`src/rtl/int_issue_queue.sv`:
```
// Integer reservation station: holds dispatched ops, snoops the CDB for operands, issues the lowest ready entry.
// Optional IQ_STALL_CNT_EN adds a saturating count of dispatch attempts rejected while full.
module int_issue_queue #(
  parameter int DEPTH  = 4,
  parameter int TAG_W  = 6,
  parameter int DATA_W = 32,
  parameter int OPC_W  = 4
) (
  input  logic              clk,
  input  logic              rst,
  input  logic              flush,
  input  logic              dispatch_valid,
  input  logic [OPC_W-1:0]  dispatch_opcode,
  input  logic [TAG_W-1:0]  dispatch_rd_tag,
  input  logic              dispatch_rs1_rdy,
  input  logic [TAG_W-1:0]  dispatch_rs1_tag,
  input  logic [DATA_W-1:0] dispatch_rs1_val,
  input  logic              dispatch_rs2_rdy,
  input  logic [TAG_W-1:0]  dispatch_rs2_tag,
  input  logic [DATA_W-1:0] dispatch_rs2_val,
  output logic              iq_full,
  input  logic              cdb_valid,
  input  logic [TAG_W-1:0]  cdb_tag,
  input  logic [DATA_W-1:0] cdb_data,
  input  logic              ex_ready,
  output logic              issue_int,
  output logic [OPC_W-1:0]  issue_opcode,
  output logic [DATA_W-1:0] issue_rs1_data,
  output logic [DATA_W-1:0] issue_rs2_data,
  output logic [TAG_W-1:0]  issue_rd_tag
`ifdef IQ_STALL_CNT_EN
  ,
  output logic [15:0]       stall_cnt
`endif
);

  localparam int IDX_W = $clog2(DEPTH);

  logic [DEPTH-1:0]  valid;
  logic [DEPTH-1:0]  rs1_rdy;
  logic [DEPTH-1:0]  rs2_rdy;
  logic [OPC_W-1:0]  opcode  [DEPTH];
  logic [TAG_W-1:0]  rd_tag  [DEPTH];
  logic [TAG_W-1:0]  rs1_tag [DEPTH];
  logic [TAG_W-1:0]  rs2_tag [DEPTH];
  logic [DATA_W-1:0] rs1_val [DEPTH];
  logic [DATA_W-1:0] rs2_val [DEPTH];

  logic             alloc_found;
  logic [IDX_W-1:0] alloc_idx;
  logic             sel_found;
  logic [IDX_W-1:0] sel_idx;
  logic             do_dispatch;
  logic             do_issue;
  logic             d_rs1_rdy;
  logic             d_rs2_rdy;
  logic [DATA_W-1:0] d_rs1_val;
  logic [DATA_W-1:0] d_rs2_val;
  logic [DEPTH-1:0] snoop1;
  logic [DEPTH-1:0] snoop2;

  assign iq_full = &valid;

  // Descending scan so the last assignment leaves the lowest matching index.
  always_comb begin
    // NOTE: every combinational output gets a default first so no path leaves it unassigned (no latch).
    alloc_found = 1'b0;
    alloc_idx   = '0;
    sel_found   = 1'b0;
    sel_idx     = '0;
    for (int i = DEPTH - 1; i >= 0; i--) begin
      if (!valid[i]) begin
        alloc_found = 1'b1;
        alloc_idx   = IDX_W'(i);
      end
      if (valid[i] && rs1_rdy[i] && rs2_rdy[i]) begin
        sel_found = 1'b1;
        sel_idx   = IDX_W'(i);
      end
    end
  end

  always_comb begin
    snoop1 = '0;
    snoop2 = '0;
    for (int i = 0; i < DEPTH; i++) begin
      snoop1[i] = valid[i] && !rs1_rdy[i] && cdb_valid && (cdb_tag == rs1_tag[i]);
      snoop2[i] = valid[i] && !rs2_rdy[i] && cdb_valid && (cdb_tag == rs2_tag[i]);
    end
  end

  // A not-ready dispatched operand may be satisfied by the broadcast in the same cycle.
  assign d_rs1_rdy = dispatch_rs1_rdy || (cdb_valid && (cdb_tag == dispatch_rs1_tag));
  assign d_rs2_rdy = dispatch_rs2_rdy || (cdb_valid && (cdb_tag == dispatch_rs2_tag));
  assign d_rs1_val = dispatch_rs1_rdy ? dispatch_rs1_val : cdb_data;
  assign d_rs2_val = dispatch_rs2_rdy ? dispatch_rs2_val : cdb_data;

  assign do_dispatch = dispatch_valid && !iq_full && alloc_found && !flush;
  assign do_issue    = ex_ready && sel_found && !flush;

  always_ff @(posedge clk or posedge rst) begin
    if (rst) begin
      valid          <= '0;
      rs1_rdy        <= '0;
      rs2_rdy        <= '0;
      issue_int      <= 1'b0;
      issue_opcode   <= '0;
      issue_rs1_data <= '0;
      issue_rs2_data <= '0;
      issue_rd_tag   <= '0;
    end else if (flush) begin
      valid     <= '0;
      issue_int <= 1'b0;
    end else begin
      issue_int <= do_issue;
      for (int i = 0; i < DEPTH; i++) begin
        if (snoop1[i]) rs1_rdy[i] <= 1'b1;
        if (snoop2[i]) rs2_rdy[i] <= 1'b1;
      end
      // The allocated slot is invalid and the selected one valid, so these never collide.
      if (do_dispatch) begin
        valid[alloc_idx]   <= 1'b1;
        rs1_rdy[alloc_idx] <= d_rs1_rdy;
        rs2_rdy[alloc_idx] <= d_rs2_rdy;
      end
      if (do_issue) begin
        valid[sel_idx] <= 1'b0;
        issue_opcode   <= opcode[sel_idx];
        issue_rs1_data <= rs1_val[sel_idx];
        issue_rs2_data <= rs2_val[sel_idx];
        issue_rd_tag   <= rd_tag[sel_idx];
      end
    end
  end

  // NOTE: payload storage has no reset; it is only read when the entry's reset-cleared valid bit is set.
  always_ff @(posedge clk) begin
    for (int i = 0; i < DEPTH; i++) begin
      if (snoop1[i]) rs1_val[i] <= cdb_data;
      if (snoop2[i]) rs2_val[i] <= cdb_data;
    end
    if (do_dispatch) begin
      opcode[alloc_idx]  <= dispatch_opcode;
      rd_tag[alloc_idx]  <= dispatch_rd_tag;
      rs1_tag[alloc_idx] <= dispatch_rs1_tag;
      rs2_tag[alloc_idx] <= dispatch_rs2_tag;
      rs1_val[alloc_idx] <= d_rs1_val;
      rs2_val[alloc_idx] <= d_rs2_val;
    end
  end

`ifdef IQ_STALL_CNT_EN
  // Survives flush on purpose: it measures upstream back-pressure over the whole run.
  always_ff @(posedge clk or posedge rst) begin
    if (rst) begin
      stall_cnt <= '0;
    end else if (dispatch_valid && iq_full && (stall_cnt != 16'hFFFF)) begin
      stall_cnt <= stall_cnt + 16'd1;
    end
  end
`else
  // Stall counter not built in this configuration.
`endif

endmodule

```
`config.mk`:
```
export PLATFORM = sky130hd
export DESIGN_NAME = int_issue_queue
export DESIGN_NICKNAME = d
export VERILOG_FILES = /design/src/rtl/int_issue_queue.sv
export SDC_FILE = /design/constraint.sdc
export NUM_CORES = 1
export LEC_CHECK = 0
export ABC_AREA = 0
export BUFFER_PORTS_ARGS = -buffer_cell sky130_fd_sc_hd__buf_4
export CAP_MARGIN = 5
export CORE_ASPECT_RATIO = 1.2
export CORE_UTILIZATION = 53
export DETAILED_ROUTE_END_ITERATION = 8
export PLACE_DENSITY = 0.87
export SLEW_MARGIN = 0
export SYNTH_ARGS = -nofsm -noshare
export SYNTH_HDL_FRONTEND = slang
export SYNTH_SLANG_ARGS = --single-unit
export TNS_END_PERCENT = 100
```
`constraint.sdc`:
```
create_clock -name clk -period 2.93 [get_ports clk]
set_clock_uncertainty 0.15 [all_clocks]
set_input_delay 0.4395 -clock clk [delete_from_list [all_inputs] [get_ports clk]]
set_output_delay 0.4395 -clock clk [all_outputs]
set_load 0.01 [all_outputs]
```
==> results of run 1 <==
==> flip-flops by register name, summed over array words and instances (netlist names) <==
| register | cells |
|---|---|
| rs1_tag | 24 |
| issue_rs1_data | 32 |
| rs1_rdy | 4 |
| rs2_tag | 24 |
| issue_rs2_data | 32 |
| opcode | 16 |
| issue_int | 1 |
| rs1_val | 128 |
| rd_tag | 24 |
| rs2_val | 128 |
| issue_opcode | 4 |
| issue_rd_tag | 6 |
| rs2_rdy | 4 |
| valid | 4 |
==> layout make-up <==
| class | instances | area, sq um |
|---|---|---|
| Clock buffer | 58 | 1200 |
| Fill cell | 2527 | 13100 |
| Tap cell | 474 | 593 |
| Inverter | 12 | 48.8 |
| Clock inverter | 21 | 179 |
| Antenna cell | 8 | 20.0 |
| Multi-Input combinational cell | 840 | 6910 |
| Timing Repair Buffer | 280 | 2380 |
| Sequential cell | 431 | 12500 |
==> cell families after synthesis <==
logic type / after synthesis / share of synthesized area
flops: 431 / 0.629
simple gates: 202 / 0.0541
xor+xnor: 60 / 0.0264
compound gates: 322 / 0.116
buf+inv: 130 / 0.0302
mux: 256 / 0.145
==> worst max-delay path, delay by kind of cell <==
| kind | cells | cell delay [ns] |
|---|---|---|
| multiplexers | 1 | 0.40 |
| buffers and inverters | 4 | 1.45 |
| AND/OR/NAND/NOR | 3 | 0.57 |
==> per-layer routing <==
metal  vias up  global-route usage
met1      6947               0.382
met4         0               0.147
met3       168              0.0631
li1       5970                   -
met2      1004               0.488
met5         -                   0
==> per-stage QoR <==
stage / setup WS (ns) / area [sq um] / util / power (uW) / hold WS [ns]
after global placement: 0.319 / 22200 / 0.601 / 8780 / 0.349
after floorplan: 0.0903 / 19900 / - / 7950 / 0.365
after global routing: 0.155 / 23800 / 0.646 / 14600 / 0.0274
after detailed placement: 0.251 / 22200 / 0.601 / 8850 / 0.348
after CTS: 0.253 / 23800 / 0.645 / 14200 / 0.0153
final: 0.197 / 23800 / 0.646 / 14200 / 0.0411
==> power breakdown <==
part,switching (uW),internal [uW],leakage [uW]
Sequential,242,6960,0.00424
Clock,2310,3080,0.000678
Combinational,759,814,0.00373
==> cells in the final DEF (no fill, tap or decap), drive strengths merged, types with 17 or more instances in the layout <==
cell           n
dfrtp         87
dlygate4sd3   26
o22a          36
a221o         36
a221oi        21
nor3          17
nand2         50
a21oi         41
clkbuf        58
and4          28
mux2         256
o2bb2ai       26
o21ai         36
nor2          52
nand4         26
a31oi         88
buf          254
xor2          54
edfxtp       344
==> path summary, 6_finish.rpt <==
check,from,end,slack (ns),cells past startpoint
worst max-delay path,flush,rs2_val[3][10]$_DFFE_PP_,0.20,8
worst min-delay path,dispatch_rs2_val[23],rs2_val[3][23]$_DFFE_PP_,0.04,2
worst max register to register,valid[0]$_DFF_PP0_,rs2_val[3][10]$_DFFE_PP_,0.30,6
worst min register to register,issue_rs2_data[6]$_DFFE_PP0P_,issue_rs2_data[6]$_DFFE_PP0P_,0.36,1
max in group asynchronous,rst,issue_rs1_data[18]$_DFFE_PP0P_,1.41,4
min in group asynchronous,rst,issue_rs1_data[20]$_DFFE_PP0P_,0.41,3
==> synth_stat cells, drive strengths merged (28+ instances only) <==
| cell | count | area (sq um) |
|---|---|---|
| edfxtp | 344 | 10300 |
| mux2 | 256 | 2880 |
| a31oi | 88 | 551 |
| dfrtp | 87 | 2180 |
| clkbuf | 67 | 254 |
| xor2 | 54 | 473 |
| nor2 | 52 | 198 |
| buf | 51 | 300 |
| nand2 | 50 | 198 |
| a21oi | 41 | 205 |
| a221o | 36 | 360 |
| o21ai | 36 | 180 |
| o22a | 36 | 315 |
| and4 | 28 | 245 |
==> reports/metrics.yaml, run 1 <==
final_layout_size_suffix_gt1_frac: 0.328
peakVddDrop_mv: 0.408
tns_ns: 0
synth_top_flop_cell: "edfxtp_1"
max_freq_mhz: 366
hold_buffers: 26
synth_area_sq_mm: 0.0199
antenna_found_initial: 6
avgRoutedWirePerCell_um: 27.2
fp.dieW_um: 179
cts_setup_buffers: 0
wl_met3_mm: 6.72
portBuffers: 207
synth_area_per_cell_sq_um: 14.2
grt_pass1_vias: 14354
first_pass_iters: 5
htreeDepth: 2
root_buffer: "clkbuf_16"
drt_iter0_markers: 2034
leakagePower_uw: 0.00865
grt_pass1_wl_mm: 86.4
viasPerCell: 6.63
finalCriticalPeriod_ns: 2.73
async_flop_share: 0.202
grt_max_degree: 87
area_growth_pct: 19.8
synth_nets: 1533
io_pins: 208
drv_slew: 0
via_count: 14089
insertion_delay_ns: 0.56
met2WireLength_mm: 28.4
clk_path_buf_depth: 3
yosys_warnings: 0
fp.dieH_um: 214
cpPeakStageDelay_ns: 0.54
cp_common_cell: "buf_4"
setup_viol: 0
crit_fanout: 32
end_kind: "flop"
crit_slowest_cell: "dlygate4sd3_1"
hold_violations: 0
overflow: 0
timing.final.crit_share: 0.933
crit_type: "in2reg"
cp.arrival_ns: 2.87
gp_congestion: 0.838
synthCells: 1401
cts-resized-gates: 0
cap_violations: 0
startpoint_type: "input port"
postRouteWirelength_mm: 57.8
drc_errors: 0
num_rows: 77
power.density_mw_per_mm2: 594
hold_path_class: "in2reg"
dp_cells: 2011
clk_pin_slew_ns: 0.06
start_util: 0.539
synth-edff-count: 344
cp_data_required_time_ns: 3.07
topRoutingLayerUsed: "met4"
seq_area_frac_synth: 0.629
rsz0062_at_grt: "no"
drtAntennaViolNets: 0
cts.sinks: 431
die_area_sq_mm: 0.0383
dp_hpwl_mm: 34.3
numCtsBuffers: 43
fin_nets: 1740
maxSlewHeadroom: 0.526
worst_slew_pin_slew_ns: 0.711
ys_seq_elements: 431
routedLengthMet1_mm: 20.1
status: "complete, no violations"
finalNonFillerCells: 2124
gr-usage-all-layers: 0.301
core-area_sq_mm: 0.0369
tritoncts: "yes"
path_cells: "dlygate4sd3_1, buf_4, nand2b_4, or3_1, clkinv_2, nand2_2, buf_4, mux2_1"
ys_types: 47
(Power assumes the default switching activity.)
==> run 2, diff against run 1 <==
CTS_BUF_LIST = sky130_fd_sc_hd__clkbuf_4 sky130_fd_sc_hd__clkbuf_8 sky130_fd_sc_hd__clkbuf_16   (was not set)
==> run 2 against run 1 <==
  * Fmax shrank 0.89%
  * Count of clock-buffer cells in the layout is the same
  * Clock power grew 2%
  * Via count grew 1.4%
  * Final cell count is essentially flat
  * Flip-flop and latch count is the same
  * Largest power group unchanged
  * Combinational power is essentially flat
  * Non-clock buffer count is the same
  * Largest cell class unchanged
  * First-iteration DRC count shrank 12%
==> reports/metrics.yaml, run 2 (synthesized netlist as in run 1, its figures left out) <==
status: "complete, no violations"
crit_fanout: 32
ff2ff_setup_slack_ns: 0.28
holdPathStages: 2
fin_nets: 1740
postRouteWirelength_mm: 57.6
gp_congestion: 0.838
rsz0062_at_grt: "no"
fp.dieH_um: 214
cp_data_required_time_ns: 3.07
leakagePower_uw: 0.00868
min_from: "dispatch_rs2_val[19]"
top_regs: "rs1_val (128), rs2_val (128)"
start_util: 0.539
hold_violations: 0
drtAntennaViolNets: 0
final_cell_mix: "edfxtp_1, buf_4, mux2_2"
drt_iter0_markers: 1788
cts.sinks: 431
r2r_start: "valid[0]$_DFF_PP0_"
startpoint_type: "input port"
area_growth_pct: 19.9
hold_path_class: "in2reg"
finalCriticalPeriod_ns: 2.76
die_area_sq_mm: 0.0383
cts-resized-gates: 0
gr-usage-all-layers: 0.302
overflow: 0
p_total_uw: 14300
clk_path_buf_depth: 3
maxSlewHeadroom: 0.524
via_count: 14287
tritoncts: "yes"
clk_pin_slew_ns: 0.06
io_pins: 208
final_area_sq_mm: 0.0239
final_common_cell: "edfxtp_1"
dp_hpwl_mm: 34.3
htreeDepth: 2
setup_viol: 0
viasPerCell: 6.73
grt_pass1_wl_mm: 86.5
final_layout_size_suffix_gt1_frac: 0.334
end_kind: "flop"
antenna_found_initial: 5
first_pass_iters: 6
numCtsBuffers: 43
crit_type: "in2reg"
worstHoldEndpoint: "rs2_val[3][19]$_DFFE_PP_"
worst_slew_pin_slew_ns: 0.714
placed_area_sq_mm: 0.0222
num_rows: 77
reg2reg_depth: 6
insertion_delay_ns: 0.56
portBuffers: 207
avgRoutedWirePerCell_um: 27.2
timing.final.crit_share: 0.941
dp_cells: 2011
grt_pass1_vias: 14361
reg2reg_to: "rs2_val[3][10]$_DFFE_PP_"
whs_ns: 0.0339
cap_violations: 0
root_buffer: "clkbuf_16"
grt_max_degree: 87
power.density_mw_per_mm2: 597
tns_ns: 0
crit_start: "flush"
cp.arrival_ns: 2.89
drv_slew: 0
finalNonFillerCells: 2122
fp.dieW_um: 179
peakVddDrop_mv: 0.430
drc_errors: 0
core-area_sq_mm: 0.0369
max_freq_mhz: 363
[run 2: cell types whose count changed in the layout (fill, tap and decap cells not counted)]
cell	previous run	this run
clkbuf_1	9	0
clkbuf_4	0	9
diode_2	8	6
[run 2: final cells by class]
type,instances,area [sq um]
clock inverter,21,179
tap,474,593
timing repair buffer,280,2380
inverter,12,48.8
multi-input combinational,840,6910
antenna,6,15.0
clock buffer,58,1240
fill,2523,13000
sequential,431,12500
[run 2: through the flow]
stage	utilization	setup slack, ns
floorplan	-	0.0903
global placement	0.601	0.319
detailed placement	0.601	0.251
CTS	0.646	0.247
global route	0.647	0.147
finish	0.647	0.173
[run 2: worst max path at each step]
stage	end	slack (ns)	depth (start not counted)
after detailed placement	rs2_val[3][31]$_DFFE_PP_	0.25	7
after floorplan	issue_int$_DFF_PP0_	0.09	1
after global placement	rs2_val[3][2]$_DFFE_PP_	0.32	7
final	rs2_val[3][31]$_DFFE_PP_	0.17	8
after global routing	rs2_val[3][31]$_DFFE_PP_	0.15	8
after CTS	rs2_val[3][31]$_DFFE_PP_	0.25	8
[run 2: layer usage]
layer | wire, um | track usage
met5 | 0 | 0
met4 | 2590 | 0.146
met3 | 6600 | 0.0622
met2 | 28400 | 0.489
met1 | 20000 | 0.383
[run 2: repair_timing]
item                      4_1_cts  5_1_grt
buffers inserted                0        0
hold endpoints to repair      134        0
hold buffers                   26        0
[run 2: critical path: stages]
cell	delay (ns)
dlygate4sd3_1	0.54
buf_4	0.20
nand2b_4	0.19
or3_1	0.28
clkinv_2	0.21
nand2_2	0.10
buf_4	0.51
mux2_2	0.40
[run 2: power breakdown]
part,total (uW),switching (uW),internal (uW)
clock network,5480,2320,3160
registers,7200,243,6960
logic,1570,757,814
total,14300,3320,10900
==> run 3, diff against run 2 <==
HOLD_SLACK_MARGIN = 0.06   (was not set)
==> run 3 against run 2 <==
  * Core utilization up 1.1 points
  * Register-to-register slack worse by 0.14 ns
  * Setup slack worse by 0.14 ns
  * Flip-flop and latch count unchanged
  * Power up 0.44%
  * First-iteration DRC count up 11%
  * Sequential share of layout area down 0.89 points
  * Largest cell class unchanged
==> reports/metrics.yaml, run 3 (synthesized netlist as in run 1, its figures left out) <==
status: "complete, no violations"
fp.dieH_um: 214
area_growth_pct: 22.0
numCtsBuffers: 43
worstHoldEndpoint: "rs2_val[3][21]$_DFFE_PP_"
setup_viol: 0
startpoint_type: "input port"
hold_violations: 0
cp.arrival_ns: 3.06
cap_violations: 0
maxSlewHeadroom: 0.544
holdPathStages: 2
portBuffers: 207
drc_errors: 0
utilization: 0.658
fin_nets: 1781
final_cell_mix: "edfxtp_1, buf_4, mux2_2"
top_regs: "rs1_val (128), rs2_val (128)"
clk_pin_slew_ns: 0.06
viasPerCell: 6.69
hold_path_class: "in2reg"
io_pins: 208
fp.dieW_um: 179
crit_fanout: 14
start_util: 0.539
worst_slew_pin_slew_ns: 0.684
avgRoutedWirePerCell_um: 27.1
clk_path_buf_depth: 3
dp_slack_ns: 0.251
final_layout_size_suffix_gt1_frac: 0.326
core-area_sq_mm: 0.0369
via_count: 14486
tritoncts: "yes"
overflow: 0
leakagePower_uw: 0.00885
reg2reg_depth: 6
final_common_cell: "edfxtp_1"
insertion_delay_ns: 0.56
root_buffer: "clkbuf_16"
grt_max_degree: 87
max_freq_mhz: 345
cp_data_required_time_ns: 3.10
htreeDepth: 2
postRouteWirelength_mm: 58.7
whs_ns: 0.0697
drt_iter0_markers: 1993
setup_slack_ns: 0.0341
reg2reg_to: "rs1_val[3][21]$_DFFE_PP_"
power.density_mw_per_mm2: 590
grt_pass1_wl_mm: 87.7
min_from: "dispatch_rs2_val[21]"
gp_congestion: 0.838
crit_type: "in2reg"
die_area_sq_mm: 0.0383
ff2ff_setup_slack_ns: 0.14
end_kind: "flop"
antenna_found_initial: 6
dp_hpwl_mm: 34.3
drtAntennaViolNets: 0
r2r_start: "valid[1]$_DFF_PP0_"
finalCriticalPeriod_ns: 2.90
grt_pass1_vias: 14775
timing.final.crit_share: 0.988
gr-usage-all-layers: 0.305
tns_ns: 0
drv_slew: 0
first_pass_iters: 6
cts.sinks: 431
num_rows: 77
cts_setup_buffers: 0
peakVddDrop_mv: 0.429
run 3: worst max-delay path: stages:
cell	delay [ns]
dlygate4sd3_1	0.55
buf_4	0.20
nand2b_4	0.18
or3_1	0.46
clkinv_2	0.18
nand2_2	0.16
mux2_1	0.34
dlygate4sd3_1	0.55
run 3: worst max path at each step:
| stage | startpoint | end | cells after the start |
|---|---|---|---|
| 6_report | flush | rs1_val[3][21]$_DFFE_PP_ | 8 |
| 5_1_grt | flush | rs1_val[3][21]$_DFFE_PP_ | 8 |
| 3_5_place_dp | flush | rs2_val[3][31]$_DFFE_PP_ | 7 |
| 4_1_cts | valid[0]$_DFF_PP0_ | rs1_val[3][21]$_DFFE_PP_ | 6 |
| 2_1_floorplan | rst | issue_int$_DFF_PP0_ | 1 |
| 3_3_place_gp | flush | rs2_val[3][2]$_DFFE_PP_ | 7 |
run 3: repair_timing:
action,CTS,global route
endpoints found under the hold margin,211,0
endpoints found under the setup margin,0,1
resized for setup,0,1
hold buffers,67,0
run 3: area by class of cell:
class | instances | area, sq um
Fill cell | 2461 | 12600
Antenna cell | 7 | 17.5
Multi-Input combinational cell | 840 | 6910
Clock inverter | 21 | 179
Clock buffer | 58 | 1240
Sequential cell | 431 | 12500
Inverter | 12 | 48.8
Tap cell | 474 | 593
Timing Repair Buffer | 321 | 2790
run 3: report_power, final:
group,internal (uW),switching (uW)
clock network,3160,2330
logic,850,777
registers,6960,245
run 3: per-layer routing:
metal	part of all wire	global-route usage
met2	0.49	0.494
met4	0.049	0.165
met5	0	0
met1	0.35	0.381
met3	0.12	0.0633
run 3: through the flow:
step | area (sq um) | instances | total power, uW
floorplan | 19900 | 1401 | 7950
global placement | 22200 | 2011 | 8780
detailed placement | 22200 | 2011 | 8850
CTS | 24300 | 2157 | 14300
global route | 24300 | 2163 | 14700
finish | 24300 | 2164 | 14300
